`src/rtl/alu_operand_stage_pkg.sv`:
```
// alu_operand_stage_pkg
//   Constants shared by the operand-fetch stage and the ALU. The ALU opcode
//   encodings live here so that both sides agree on them. This package also
//   holds the default datapath width and the register-index width.
package alu_operand_stage_pkg;

    localparam int ALU_WORD_SIZE     = 18;
    localparam int ALU_REG_COUNT     = 8;
    localparam int ALU_REG_ADDR_BITS = 3;
    localparam int ALU_OP_BITS       = 4;

    localparam logic [ALU_OP_BITS-1:0] ALU_OP_PASS = 4'h0;
    localparam logic [ALU_OP_BITS-1:0] ALU_OP_ADD  = 4'h1;
    localparam logic [ALU_OP_BITS-1:0] ALU_OP_SUB  = 4'h2;
    localparam logic [ALU_OP_BITS-1:0] ALU_OP_AND  = 4'h3;
    localparam logic [ALU_OP_BITS-1:0] ALU_OP_OR   = 4'h4;
    localparam logic [ALU_OP_BITS-1:0] ALU_OP_XOR  = 4'h5;
    localparam logic [ALU_OP_BITS-1:0] ALU_OP_SHL  = 4'h6;
    localparam logic [ALU_OP_BITS-1:0] ALU_OP_SHR  = 4'h7;

endpackage

```
`src/rtl/alu_operand_stage_regfile_bypass.sv`:
```
// alu_operand_stage_regfile_bypass
//   Architectural register file with one write port and two combinational
//   read ports. A read of the register being written this cycle returns the
//   write data (bypass). Register 0 always reads as zero, and writes to it
//   are discarded.
//
//   Ports:
//     clk, rst_n          clock, asynchronous active-low reset (clears all regs)
//     wr_en/addr/data     write port (writeback)
//     ra_addr -> ra_data  bypassed read port A
//     rb_addr -> rb_data  bypassed read port B
module alu_operand_stage_regfile_bypass
    import alu_operand_stage_pkg::*;
#(
    parameter int WORD_SIZE     = ALU_WORD_SIZE,
    parameter int REG_COUNT     = ALU_REG_COUNT,
    parameter int REG_ADDR_BITS = ALU_REG_ADDR_BITS
) (
    input  logic                     clk,
    input  logic                     rst_n,
    input  logic                     wr_en,
    input  logic [REG_ADDR_BITS-1:0] wr_addr,
    input  logic [WORD_SIZE-1:0]     wr_data,
    input  logic [REG_ADDR_BITS-1:0] ra_addr,
    output logic [WORD_SIZE-1:0]     ra_data,
    input  logic [REG_ADDR_BITS-1:0] rb_addr,
    output logic [WORD_SIZE-1:0]     rb_data
);

    logic [WORD_SIZE-1:0] regs [REG_COUNT];

    always_ff @(posedge clk or negedge rst_n) begin
        if (!rst_n) begin
            for (int i = 0; i < REG_COUNT; i++) begin
                regs[i] <= '0;
            end
        end else if (wr_en && (wr_addr != '0)) begin
            regs[wr_addr] <= wr_data;
        end
    end

    // The zero check comes last so it overrides the bypass as well.
    always_comb begin
        ra_data = regs[ra_addr];
        if (wr_en && (wr_addr == ra_addr)) ra_data = wr_data;
        if (ra_addr == '0) ra_data = '0;
    end

    always_comb begin
        rb_data = regs[rb_addr];
        if (wr_en && (wr_addr == rb_addr)) rb_data = wr_data;
        if (rb_addr == '0) rb_data = '0;
    end

endmodule

```
`src/rtl/alu_operand_stage.sv`:
```
// alu_operand_stage
//   Operand-fetch stage in front of the ALU. It accepts a decoded instruction
//   on a valid/ready handshake and reads ra/rb from the register file, using
//   the writeback bypass. When imm_en is set, the immediate replaces rb. The
//   stage then presents registered operands, the opcode and the destination
//   to the ALU. A per-register pending scoreboard stalls any instruction that
//   would read a register, or overwrite a destination, while an older result
//   for that register is still outstanding.
//
//   Ports:
//     clk, rst_n                 clock, asynchronous active-low reset
//     in_valid / in_ready        decoded-instruction handshake
//     in_op, in_ra, in_rb,
//     in_imm_en, in_imm,
//     in_rd, in_wr               decoded instruction fields
//     out_valid / out_ready      handshake towards the ALU
//     out_r0, out_r1, out_op,
//     out_rd, out_wr             registered ALU operands and writeback tag
//     wb_en, wb_addr, wb_data    ALU result writeback
module alu_operand_stage
    import alu_operand_stage_pkg::*;
#(
    parameter int WORD_SIZE     = ALU_WORD_SIZE,
    parameter int REG_COUNT     = ALU_REG_COUNT,
    parameter int REG_ADDR_BITS = ALU_REG_ADDR_BITS,
    parameter int OP_BITS       = ALU_OP_BITS
) (
    input  logic                     clk,
    input  logic                     rst_n,
    input  logic                     in_valid,
    output logic                     in_ready,
    input  logic [OP_BITS-1:0]       in_op,
    input  logic [REG_ADDR_BITS-1:0] in_ra,
    input  logic [REG_ADDR_BITS-1:0] in_rb,
    input  logic                     in_imm_en,
    input  logic [WORD_SIZE-1:0]     in_imm,
    input  logic [REG_ADDR_BITS-1:0] in_rd,
    input  logic                     in_wr,
    output logic                     out_valid,
    input  logic                     out_ready,
    output logic [WORD_SIZE-1:0]     out_r0,
    output logic [WORD_SIZE-1:0]     out_r1,
    output logic [OP_BITS-1:0]       out_op,
    output logic [REG_ADDR_BITS-1:0] out_rd,
    output logic                     out_wr,
    input  logic                     wb_en,
    input  logic [REG_ADDR_BITS-1:0] wb_addr,
    input  logic [WORD_SIZE-1:0]     wb_data
);

    logic [REG_COUNT-1:0]     pending;
    logic [WORD_SIZE-1:0]     src_a;
    logic [WORD_SIZE-1:0]     src_b;
    logic                     blocked;
    logic                     accept;

    logic                     vld_p1;
    logic [WORD_SIZE-1:0]     r0_p1;
    logic [WORD_SIZE-1:0]     r1_p1;
    logic [OP_BITS-1:0]       op_p1;
    logic [REG_ADDR_BITS-1:0] rd_p1;
    logic                     wr_p1;

    // A register is hazardous while its result is outstanding, unless that
    // result is being written back right now (the bypass then supplies it).
    function automatic logic hazard(input logic [REG_ADDR_BITS-1:0] x,
                                    input logic [REG_COUNT-1:0]     pend,
                                    input logic                     wbe,
                                    input logic [REG_ADDR_BITS-1:0] wba);
        return (x != '0) && pend[x] && !(wbe && (wba == x));
    endfunction

    alu_operand_stage_regfile_bypass #(
        .WORD_SIZE     (WORD_SIZE),
        .REG_COUNT     (REG_COUNT),
        .REG_ADDR_BITS (REG_ADDR_BITS)
    ) u_regfile (
        .clk     (clk),
        .rst_n   (rst_n),
        .wr_en   (wb_en),
        .wr_addr (wb_addr),
        .wr_data (wb_data),
        .ra_addr (in_ra),
        .ra_data (src_a),
        .rb_addr (in_rb),
        .rb_data (src_b)
    );

    // A destination hazard also stalls. This keeps two writers of the same
    // register in order, so that a single pending bit per register is enough.
    assign blocked = hazard(in_ra, pending, wb_en, wb_addr)
                   | (!in_imm_en && hazard(in_rb, pending, wb_en, wb_addr))
                   | (in_wr && hazard(in_rd, pending, wb_en, wb_addr));

    assign in_ready = !blocked && (!vld_p1 || out_ready);
    assign accept   = in_valid && in_ready;

    // Scoreboard: a new claim on a register wins over a same-cycle writeback.
    // Register 0 has no pending bit and stays at its reset value.
    always_ff @(posedge clk or negedge rst_n) begin
        if (!rst_n) begin
            pending <= '0;
        end else begin
            for (int i = 1; i < REG_COUNT; i++) begin
                if (accept && in_wr && (in_rd == REG_ADDR_BITS'(i))) begin
                    pending[i] <= 1'b1;
                end else if (wb_en && (wb_addr == REG_ADDR_BITS'(i))) begin
                    pending[i] <= 1'b0;
                end
            end
        end
    end

    // ---- stage boundary: fetched operands -> ALU (p1) ----
    always_ff @(posedge clk or negedge rst_n) begin
        if (!rst_n) begin
            vld_p1 <= 1'b0;
        end else if (accept) begin
            vld_p1 <= 1'b1;
        end else if (out_ready) begin
            vld_p1 <= 1'b0;
        end
    end

    always_ff @(posedge clk or negedge rst_n) begin
        if (!rst_n) begin
            r0_p1 <= '0;
            r1_p1 <= '0;
            op_p1 <= '0;
            rd_p1 <= '0;
            wr_p1 <= 1'b0;
        end else if (accept) begin
            r0_p1 <= src_a;
            r1_p1 <= in_imm_en ? in_imm : src_b;
            op_p1 <= in_op;
            rd_p1 <= in_rd;
            wr_p1 <= in_wr;
        end
    end

    assign out_valid = vld_p1;
    assign out_r0    = r0_p1;
    assign out_r1    = r1_p1;
    assign out_op    = op_p1;
    assign out_rd    = rd_p1;
    assign out_wr    = wr_p1;

endmodule

```
`config.mk`:
```
export PLATFORM = sky130hd
export DESIGN_NAME = alu_operand_stage
export DESIGN_NICKNAME = d
export VERILOG_FILES = /design/src/rtl/alu_operand_stage_pkg.sv /design/src/rtl/alu_operand_stage_regfile_bypass.sv /design/src/rtl/alu_operand_stage.sv
export SDC_FILE = /design/constraint.sdc
export NUM_CORES = 1
export LEC_CHECK = 0
export ABC_AREA = 1
export CAP_MARGIN = 5
export CORE_MARGIN = 5
export CORE_UTILIZATION = 57
export CTS_BUF_LIST = sky130_fd_sc_hd__clkbuf_8
export CTS_CLUSTER_SIZE = 28
export DETAILED_ROUTE_END_ITERATION = 8
export DONT_BUFFER_PORTS = 1
export HOLD_SLACK_MARGIN = 0.12
export PLACE_DENSITY = 0.72
export SYNTH_ARGS = -nofsm -noshare
export SYNTH_HDL_FRONTEND = slang
export SYNTH_SLANG_ARGS = --single-unit
```
`constraint.sdc`:
```
create_clock -name clk -period 1.9 [get_ports clk]
set_input_delay 0.19 -clock clk [delete_from_list [all_inputs] [get_ports clk]]
set_output_delay 0.19 -clock clk [all_outputs]
set_load 0.05 [all_outputs]
```
# Yosys cells after proc, flatten, opt, wreduce, memory -nomap -nowiden
# Index checks and enable logic that the tools add are counted.
totals:
  out_inout_bits: 46
  register_bits: 196
  input_bits: 59
  elab_cells: 137
op_classes:
  order_cmp: 7
  reduce_logical: 51
  n_mux: 36
  n_eq_ne: 17
  n_bitwise: 5
op_table:
  columns: ["operator", "count"]
  rows:
  - ["18-bit 2-to-1 mux", 10]
  - ["144-bit bitwise mux", 1]
  - ["18-bit binary-select mux with 3-bit select", 2]
  - ["18-bit demux with 3-bit select", 1]
  - ["1-bit logical AND", 30]
  - ["3-bit equality test (second input constant)", 8]
  - ["1-bit 2-to-1 mux", 19]
  - ["2-bit nonzero test", 8]
  - ["3-bit by 2-bit equality test with 1-bit output (second input constant)", 4]
  - ["4-bit greater-or-equal comparator (second input constant)", 3]
  - ["3-bit by 4-bit < comparator with 1-bit output (second input constant)", 3]
  - ["3-bit inverter with 4-bit output", 3]
  - ["3-bit nonzero test", 4]
  - ["1-bit binary-select mux with 3-bit select", 3]
  - ["3-bit equality test", 3]
  - ["3-bit by 1-bit equality test with 1-bit output (second input constant)", 2]
  - ["1-bit zero test", 6]
  - ["3-bit zero test", 2]
  - ["4-bit by 1-bit < comparator with 1-bit output (second input constant)", 1]
  - ["1-bit bitwise OR", 2]
  - ["1-bit logical OR", 1]

# Depth between registers and ports, before layout
# Gate-level depths: netlist of the first run.
logic_depth:
  ltp_word: 13
  mapped_depth: 16
  mapped_depth_nobuf: 13

# By module
# From an unflattened synthesis of the first run, not the netlist that was laid out.
hier_totals:
  cells_unflattened: 1674
  area_unflattened_um2: 11244.5
by_module_without_submodules:
  columns: ["mod", "n_inst", "cells_per_inst", "area_each_um2", "seq_area_each_um2"]
  rows:
  - ["alu_operand_stage_regfile_bypass", 1, 1284, 8488.1, 3603.5]
  - ["alu_operand_stage", 1, 390, 2756.4, 1301.2]

# Least setup slack after synthesis of the first run
# Ideal clock, no wire load.
synth_timing:
  kind: "input to register"
  startpoint: "input wb_addr[0]"
  endpoint: "register op_p1[3], in the netlist out_op[3]"
  arrival_ns: 1.441
  slack_ns: 0.340
  n_path_buf: 3
  t_required_ns: 1.781
  setup_time_ns: 0.119
  path_stages: 12
  cell_sequence: "buf_2 xor2_1 nor2_1 nand2_2 nand3_1 nand2_1 nor2_4 nand2_1 buf_4 buf_6 nand2_1 nand2_1"
synth_between:
  elab_chain_cells: 10
  elab_cells_between_ends: 19
  cone_classes: "3 x eq/ne; 2 x bitwise; 14 x reduce/logical"
synth_rtl:
  columns: ["element", "line", "source"]
  rows:
  - ["start, declared", "alu_operand_stage.sv:47", "input logic [REG_ADDR_BITS-1:0] wb_addr,"]
  - ["3-bit equality test", "alu_operand_stage.sv:70", "return (x != '0) && pend[x] && !(wbe && (wba == x));"]
  - ["1-bit logical AND", "alu_operand_stage.sv:70", null]
  - ["1-bit zero test", "alu_operand_stage.sv:70", null]
  - ["1-bit logical AND", "alu_operand_stage.sv:70", null]
  - ["1-bit logical AND", "alu_operand_stage.sv:92", "| (!in_imm_en && hazard(in_rb, pending, wb_en, wb_addr))"]
  - ["1-bit bitwise OR", "alu_operand_stage.sv:92", null]
  - ["1-bit bitwise OR (*)", "alu_operand_stage.sv:93", "| (in_wr && hazard(in_rd, pending, wb_en, wb_addr));"]
  - ["1-bit zero test (*)", "alu_operand_stage.sv:95", "assign in_ready = !blocked && (!vld_p1 || out_ready);"]
  - ["1-bit logical AND (*)", "alu_operand_stage.sv:95", null]
  - ["1-bit logical AND (*)", "alu_operand_stage.sv:96", "assign accept = in_valid && in_ready;"]
  - ["end signal, assigned", "alu_operand_stage.sv:135", "op_p1 <= in_op;"]
  - ["end, declared", "alu_operand_stage.sv:60", "logic [OP_BITS-1:0] op_p1;"]
# Mark *: on every way between the ends. The rest lies on a longest branch, timed or not.
# A chain may end at the register's enable or synchronous reset.

# Worst setup path after layout of the first run
layout_timing:
  startpoint: "register pending[6]"
  endpoint: "output in_ready"
layout_between:
  elab_chain_cells: 9
  elab_cells_between_ends: 18
  cone_classes: "6 x mux; 2 x bitwise; 10 x reduce/logical"
layout_rtl:
  columns: ["element", "line", "source"]
  rows:
  - ["start, declared", "alu_operand_stage.sv:51", "logic [REG_COUNT-1:0] pending;"]
  - ["start signal, assigned", "alu_operand_stage.sv:102", "pending <= '0;"]
  - ["start signal, assigned by index", "alu_operand_stage.sv:106", "pending[i] <= 1'b1;"]
  - ["start signal, assigned by index", "alu_operand_stage.sv:108", "pending[i] <= 1'b0;"]
  - ["1-bit binary-select mux with 3-bit select", "alu_operand_stage.sv:70", null]
  - ["1-bit 2-to-1 mux (not written as such)", "alu_operand_stage.sv:70", null]
  - ["1-bit logical AND (2 in series)", "alu_operand_stage.sv:70", null]
  - ["1-bit logical AND", "alu_operand_stage.sv:92", null]
  - ["1-bit bitwise OR", "alu_operand_stage.sv:92", null]
  - ["1-bit bitwise OR (*)", "alu_operand_stage.sv:93", null]
  - ["1-bit zero test (*)", "alu_operand_stage.sv:95", null]
  - ["1-bit logical AND (*)", "alu_operand_stage.sv:95", null]
  - ["end, declared", "alu_operand_stage.sv:31", "output logic in_ready,"]
# Mark *: on every way between the ends. The rest lies on a longest branch, timed or not. The select of a mux whose other input is x is not followed.

==> results of run 1 <==
[report_power, final]
group	switching (mW)	internal [mW]
registers	1.70	4.97
logic	1.48	1.09
clock network	1.61	1.02
[sequential cells by signal (all words and copies together), names as in the netlist]
signal          flops
u_regfile.regs    144
out_r0             18
out_r1             18
pending             7
out_op              4
out_rd              3
out_valid           1
out_wr              1
[through the flow]
stage / util / total power [mW] / worst slack (ns)
detailed placement: 0.5889 / 8.830 / 0.2263
global route: 0.6590 / 12.50 / -0.1836
global placement: 0.5889 / 8.747 / 0.2874
CTS: 0.6548 / 11.76 / -0.01935
finish: 0.6590 / 11.87 / -0.04108
floorplan: - / 8.235 / 0.3396
[cell families (layout without fill, tap and decap cells)]
group | Yosys count | after routing | share of synthesized area
AO/OA/AOI/OAI | 379 | 379 | 0.1951
XOR/XNOR | 1 | 1 | 0.0008326
buffers and inverters | 229 | 255 | 0.08788
flip-flops | 196 | 196 | 0.4662
other | 0 | 1 | 0
AND/OR/NAND/NOR | 643 | 643 | 0.2500
[critical path, stage by stage, from the launching register on]
cell and delay (ns):
sky130_fd_sc_hd__dfrtp_1 0.44, sky130_fd_sc_hd__nand2_1 0.09, sky130_fd_sc_hd__nand2_1 0.05, sky130_fd_sc_hd__nand2_1 0.05
sky130_fd_sc_hd__nand2_1 0.05, sky130_fd_sc_hd__nand2_1 0.06, sky130_fd_sc_hd__nand2_1 0.05, sky130_fd_sc_hd__nand2_1 0.07
sky130_fd_sc_hd__nand2_2 0.09, sky130_fd_sc_hd__nor2_4 0.16, sky130_fd_sc_hd__buf_12 0.17
[synth_stat cells]
master                     instances
sky130_fd_sc_hd__dfrtp_1         196
sky130_fd_sc_hd__nor2_4            2
sky130_fd_sc_hd__a31oi_1           1
sky130_fd_sc_hd__o21ai_0         235
sky130_fd_sc_hd__a22oi_1           1
sky130_fd_sc_hd__nor3_2            1
sky130_fd_sc_hd__buf_6             3
sky130_fd_sc_hd__o21ai_1           2
sky130_fd_sc_hd__inv_2             8
sky130_fd_sc_hd__buf_4             2
sky130_fd_sc_hd__nand2_1         442
sky130_fd_sc_hd__nand3_1         134
sky130_fd_sc_hd__nor3_1            6
sky130_fd_sc_hd__inv_1           104
sky130_fd_sc_hd__o211ai_1         61
sky130_fd_sc_hd__buf_1             8
sky130_fd_sc_hd__nor2_1           50
sky130_fd_sc_hd__nand4_1           7
sky130_fd_sc_hd__clkbuf_1         76
sky130_fd_sc_hd__xor2_1            1
sky130_fd_sc_hd__nand2_2           1
sky130_fd_sc_hd__a21oi_1          79
sky130_fd_sc_hd__buf_2            28
[what timing repair did]
| action | in CTS | in global routing |
|---|---|---|
| pin swaps | 1 | 1 |
| endpoints found under the hold margin | 374 | 196 |
| resized for setup | 4 | 6 |
| setup buffers | 4 | 1 |
| cloned | 3 | 2 |
| setup endpoints to repair | 1 | 49 |
[path summary, 6_finish.rpt]
kind | slack (ns) | cells past startpoint | to
worst max-delay path | -0.04 | 10 | in_ready
worst min-delay path | -0.61 | 0 | u_regfile.regs[110]
worst max register to register | -0.03 | 15 | out_r0[17]
worst min register to register | 0.39 | 0 | u_regfile.regs[138]
max in group asynchronous | 2.15 | 0 | u_regfile.regs[101]
min in group clk | 0.14 | 4 | out_r0[0]
[cell type report]
type                            instances  area [sq um]  share of cell area
Multi-Input combinational cell       1023          4716              0.3957
Timing Repair Buffer                  111          1211              0.1016
Clock buffer                           19         261.5             0.02194
Inverter                              112         420.4             0.03527
Sequential cell                       196          4905              0.4115
Tap cell                              229         286.5             0.02404
Antenna cell                            1         2.502           0.0002100
Clock inverter                         13         116.4            0.009763
[metal layers]
layer | part of all wire | track usage | wire length, um | vias to the layer above
met2 | 0.44 | 0.4913 | 15360 | 623
met1 | 0.41 | 0.4580 | 14060 | 4855
met4 | 0.036 | 0.1244 | 1253 | 0
met3 | 0.12 | 0.07568 | 4040 | 109
li1 | - | - | - | 4792
met5 | 0 | 0 | 0 | -
==> impl_results.rst, run 1 <==
.. list-table::
   :header-rows: 1

   * - Metric
     - Value
   * - Run status
     - finished with violations
   * - Violated checks
     - negative hold slack, negative setup slack
   * - Vias in the first global route
     - slightly below 10000
   * - Startpoint of the worst register-to-register path
     - pending[6]
   * - Ratio of final minimum period to clock period
     - 1.022
   * - Pwr/cell area
     - roughly 1000 mW/mm^2
   * - Post-DP Area
     - between 0.01 and 0.015 sq mm
   * - DR DRC count
     - 0
   * - Crit Path Class
     - register to primary output
   * - Number of nets at the end of the flow
     - about 1500
   * - Starting density of the core
     - 0.5817
   * - CP required
     - about 1.7 ns
   * - Max-slew violation total from the final report
     - 0
   * - Cell at the root of the clock tree
     - sky130_fd_sc_hd__clkbuf_8
   * - Launching element type of the critical path
     - register
   * - Max-capacitance violation count
     - 0
   * - Full die area
     - 0.02128 sq mm
   * - Number of placed instances, taps included
     - between 1500 and 2000
   * - Number of standard cells after synthesis
     - 1448
   * - Number of routed nets with antenna violations
     - 0
   * - Post-synth top area cell
     - sky130_fd_sc_hd__dfrtp_1
   * - Drt first pass iters
     - 5
   * - Setup clock skew after layout
     - between 0.015 and 0.02 ns
   * - Average vias per placed instance
     - 6.091
   * - Number of nets produced by synthesis
     - between 1500 and 2000
   * - Leak pwr
     - ~5.7 nW
   * - Growth of design area from synthesis to finish
     - 13.28%
   * - Yosys top cell area share
     - 0.4662
   * - Mean routed wirelength per cell
     - between 20 and 25 um
   * - Final worst path period need
     - around 1.9 ns
   * - F_max
     - 515.2 MHz
   * - Total grt overflow
     - 0
   * - Total global-route track usage
     - 0.3251
   * - Row count
     - 49
   * - Count of buffers inserted at the top-level ports
     - 0
   * - Vertical extent of the die
     - ~150 um
   * - Number of synthesized register bits
     - between 150 and 200
   * - Peak ir drop on the vdd network
     - around 580 uV
   * - Hold bufs inserted after CTS
     - between 60 and 70
   * - Weighted congestion reported at the end of routability-driven placement
     - 0.8983
   * - Mean cell area of the mapped netlist
     - ~7.3 sq um
   * - Worst hold path class
     - input pin to async pin
   * - Horizontal die dimension
     - ~150 um
   * - Number of antenna violations at the first check in global routing
     - 1
   * - Pin count of the biggest net entering global routing
     - 197
   * - Post-synth cell types
     - 23
   * - Post-route cell area
     - 0.01192 sq mm
   * - RSZ-0062 raised after global routing
     - yes
   * - Setup violations, final
     - 24
   * - Mapped Area
     - 0.01052 sq mm
   * - Detailed-route wire length
     - around 35000 um
   * - Worst rel slew slack
     - 0.4574
   * - Top fanout value on the critical path
     - 6
   * - Clock tree from TritonCTS
     - built
   * - Critical path launch point
     - pending[6]
   * - Layout cell share with drive strength beyond 1
     - 0.06445
   * - Arrival time reported for the critical path endpoint
     - 1.75 ns
   * - Vias post-DR
     - 10380
   * - Post-synthesis sequential area ratio
     - 0.4662
   * - Final critical-path setup slack
     - -0.04108 ns
   * - Level count of the clock H-tree
     - 4
   * - Final number of hold-violating endpoints
     - around 200
   * - Leading cell types in the layout, fill and taps excluded
     - sky130_fd_sc_hd__nand2_1, sky130_fd_sc_hd__o21ai_0, sky130_fd_sc_hd__dfrtp_1
   * - Total of fill cells in the finished design
     - around 1500
   * - Violation count after the first detailed-routing iteration
     - 1410
   * - Kind of end point of the critical path
     - primary output
   * - Final HPWL DP
     - 19810 um
   * - Count of boundary I/O pins
     - between 100 and 150
   * - Post-route worst hold slack
     - -0.6079 ns
   * - Tightest Pin Transition
     - 0.8113 ns
   * - Register clock-pin slew on the reported worst setup and hold paths
     - around 0.11 ns
   * - Leading cell type in the layout, fill and taps excluded
     - sky130_fd_sc_hd__nand2_1
   * - Maximum clock path buffer count
     - 2
   * - Top post-synthesis cells by area
     - sky130_fd_sc_hd__dfrtp_1, sky130_fd_sc_hd__nand2_1, sky130_fd_sc_hd__o21ai_0
   * - Placeable core area
     - ~0.018 sq mm
   * - YS warnings
     - 1
   * - Wire length of the first global-routing pass
     - roughly 55000 um
   * - Setup TNS
     - -0.2571 ns
   * - Clock buffers created by TritonCTS
     - 17
   * - Final Instance Count excl. Fillers
     - 1704
   * - Sink count of the clock tree
     - 196
   * - Clock latency reported for the late side of the worst-skew pair
     - 0.48 ns
No activity file was read; power rests on OpenSTA's default activity.
==> run 2: changes to the inputs <==
==> constraint.sdc (replaced) <==
create_clock -name clk -period 1.9 [get_ports clk]
set_input_delay 0.095 -clock clk [delete_from_list [all_inputs] [get_ports clk]]
set_output_delay 0.095 -clock clk [all_outputs]
set_load 0.05 [all_outputs]
==> impl_results.rst, run 2 (same netlist as run 1, synthesis figures left out) <==
.. list-table::
   :header-rows: 1

   * - Metric
     - Value
   * - Vias in the first global route
     - 10240 (was 9758)
   * - Weighted congestion reported at the end of routability-driven placement
     - 0.9570 (was 0.8983)
   * - Clock buffers created by TritonCTS
     - 17 (unchanged)
   * - DR DRC count
     - 0 (unchanged)
   * - Post-DP Area
     - 0.01063 sq mm (was 0.01065 sq mm)
   * - RSZ-0062 raised after global routing
     - yes (unchanged)
   * - Count of buffers inserted at the top-level ports
     - 0 (unchanged)
   * - Max-capacitance violation count
     - 0 (unchanged)
   * - Proportion of total power due to net switching
     - 0.3916 (was 0.4035)
   * - Max-slew violation total from the final report
     - 0 (unchanged)
   * - Slowest CP cell
     - sky130_fd_sc_hd__dfrtp_1 (unchanged)
   * - Part of the total power dissipated in sequential elements
     - 0.546 (was 0.563)
   * - Top fanout value on the critical path
     - 7 (was 6)
   * - Growth of design area from synthesis to finish
     - 15.16% (was 13.28%)
   * - Final worst path period need
     - 1.874 ns (was 1.941 ns)
   * - Critical Path, Cell by Cell
     - nand2_1 -> nand2_1 -> nand2_1 -> nand2_1 -> nand2_1 -> nand2_1 -> nand2_1 -> nand2_1 -> nor2_4 -> buf_12 (was nand2_1 -> nand2_1 -> nand2_1 -> nand2_1 -> nand2_1 -> nand2_1 -> nand2_1 -> nand2_2 -> nor2_4 -> buf_12)
   * - Count of boundary I/O pins
     - 105 (unchanged)
   * - CP required
     - 1.80 ns (was 1.71 ns)
   * - Internal power
     - 7.425 mW (was 7.081 mW)
   * - Ant. Diodes
     - 0 (was 1)
   * - Cell with the most instances on the worst path
     - sky130_fd_sc_hd__nand2_1 (unchanged)
   * - Violation count after the first detailed-routing iteration
     - 1440 (was 1410)
   * - Setup TNS
     - 0 ns (was -0.2571 ns)
   * - Post-route worst hold slack
     - -0.7042 ns (was -0.6079 ns)
   * - Worst rel slew slack
     - 0.4213 (was 0.4574)
   * - Critical path launch point
     - pending[6] (unchanged)
   * - Setup clock skew after layout
     - 0.01220 ns (was 0.01720 ns)
   * - Run status
     - finished with violations (unchanged)
   * - Pin count of the biggest net entering global routing
     - 197 (unchanged)
   * - Final number of hold-violating endpoints
     - 196 (unchanged)
   * - Switching power total
     - 4.780 mW (was 4.789 mW)
   * - Final Instance Count excl. Fillers
     - 1716 (was 1704)
   * - Crit Path Class
     - register to primary output (unchanged)
   * - Share of the core filled with cells
     - 0.6699 (was 0.6590)
   * - Leading cell type in the layout, fill and taps excluded
     - sky130_fd_sc_hd__nand2_1 (unchanged)
   * - Clock tree from TritonCTS
     - built (unchanged)
   * - Post-route cell area
     - 0.01212 sq mm (was 0.01192 sq mm)
   * - CP max stage delay
     - 0.43 ns (was 0.44 ns)
   * - Level count of the clock H-tree
     - 4 (unchanged)
   * - Total grt overflow
     - 0 (unchanged)
   * - Register clock-pin slew on the reported worst setup and hold paths
     - 0.10 ns (was 0.11 ns)
   * - Register containing the most flip-flops in the final layout
     - u_regfile.regs (unchanged)
   * - Number of placed instances, taps included
     - 1593 (was 1594)
   * - Leading cell types in the layout, fill and taps excluded
     - sky130_fd_sc_hd__nand2_1, sky130_fd_sc_hd__o21ai_0, sky130_fd_sc_hd__dfrtp_1 (unchanged)
   * - Cell at the root of the clock tree
     - sky130_fd_sc_hd__clkbuf_8 (unchanged)
   * - Detailed-route wire length
     - 35340 um (was 34720 um)
   * - Kind of end point of the critical path
     - primary output (unchanged)
   * - Arrival time reported for the critical path endpoint
     - 1.78 ns (was 1.75 ns)
   * - Setup violations, final
     - 0 (was 24)
   * - Flip-flop count of the largest register after layout
     - 144 (unchanged)
   * - Startpoint of the worst register-to-register path
     - u_regfile.regs[132] (was pending[6])
   * - Clock latency reported for the late side of the worst-skew pair
     - 0.48 ns (about the same)
   * - Setup WS pre-CTS
     - 0.2641 ns (was 0.2263 ns)
   * - Launching element type of the critical path
     - register (unchanged)
   * - Sink count of the clock tree
     - 196 (unchanged)
   * - Pwr/cell area
     - 1007 mW/mm^2 (was 995.9 mW/mm^2)
   * - Final HPWL DP
     - 20350 um (was 19810 um)
   * - Vias post-DR
     - 10500 (was 10380)
   * - Average vias per placed instance
     - 6.118 (was 6.091)
   * - Power Total
     - 12.20 mW (was 11.87 mW)
   * - Tightest Pin Transition
     - 0.8681 ns (was 0.8113 ns)
   * - Mean routed wirelength per cell
     - 20.60 um (was 20.38 um)
   * - Full die area
     - 0.02128 sq mm (unchanged)
   * - F_max
     - 533.6 MHz (was 515.2 MHz)
   * - Worst hold path class
     - input pin to async pin (unchanged)
   * - Peak ir drop on the vdd network
     - 494.1 uV (was 577.9 uV)
   * - Vertical extent of the die
     - 145.9 um (unchanged)
   * - Violated checks
     - negative hold slack (was negative hold slack, negative setup slack)
   * - Total global-route track usage
     - 0.3324 (was 0.3251)
   * - Number of routed nets with antenna violations
     - 0 (unchanged)
   * - Maximum clock path buffer count
     - 2 (unchanged)
   * - Number of antenna violations at the first check in global routing
     - 0 (was 1)
   * - Number of nets at the end of the flow
     - 1535 (was 1520)
   * - Clock share of power
     - 0.237 (was 0.221)
   * - Wire length of the first global-routing pass
     - 56540 um (was 55100 um)
   * - Placeable core area
     - 0.01809 sq mm (unchanged)
   * - Row count
     - 49 (unchanged)
   * - Horizontal die dimension
     - 145.9 um (unchanged)
   * - Layout cell share with drive strength beyond 1
     - 0.07465 (was 0.06445)
   * - Leak pwr
     - 5.819 nW (was 5.737 nW)
   * - Drt first pass iters
     - 6 (was 5)
   * - Starting density of the core
     - 0.5817 (unchanged)
   * - Final critical-path setup slack
     - 0.02598 ns (was -0.04108 ns)
   * - Combinational share of power
     - 0.217 (was 0.216)
   * - Ratio of final minimum period to clock period
     - 0.9863 (was 1.022)
## run 2: area by class of cell
type,count,area [sq um]
Sequential cell,196,4905
Fill cell,1564,5969
Tap cell,229,286.5
Multi-Input combinational cell,1023,4768
Clock buffer,17,234.0
Clock inverter,13,178.9
Timing Repair Buffer,126,1324
Inverter,112,420.4
## run 2: timing repair
item / CTS / global route
gates resized for setup: 0 / 31
hold buffers: 79 / 1
pin swaps: 1 / 16
hold endpoints to repair: 374 / 197
setup endpoints to repair: 1 / 45
cloned: 3 / 0
setup buffers: 1 / 10
## run 2: critical path: cells and delay by family (launching register included)
family                 cells  cell delay (ns)
AND/OR/NAND/NOR            9             0.69
buffers and inverters      1             0.18
flip-flops                 1             0.43
## run 2: path summary, 6_finish.rpt
path	end	slack, ns	depth (start not counted)
min in group clk	out_r0[10]	0.13	6
setup reg to reg	out_r1[6]	0.07	9
hold / removal	u_regfile.regs[74]	-0.70	0
max in group asynchronous	u_regfile.regs[97]	2.31	0
hold reg to reg	u_regfile.regs[133]	0.39	0
setup / recovery	in_ready	0.03	10
## run 2: per-layer routing
layer	track usage	wire, um	up-vias
li1	-	-	4824
met1	0.4551	14250	4899
met2	0.4992	15370	660
met3	0.1037	4410	116
met4	0.1230	1306	0
met5	0	0	-
## run 2: power by group through the flow
stage                     logic, mW  clock network (mW)  registers (mW)
after floorplan                1.68                   0            6.55
after global placement         2.03                   0            6.71
after detailed placement       2.09                   0            6.72
after CTS                      2.50                2.93            6.64
after global routing           2.99                3.09            6.76
final                          2.65                2.89            6.66
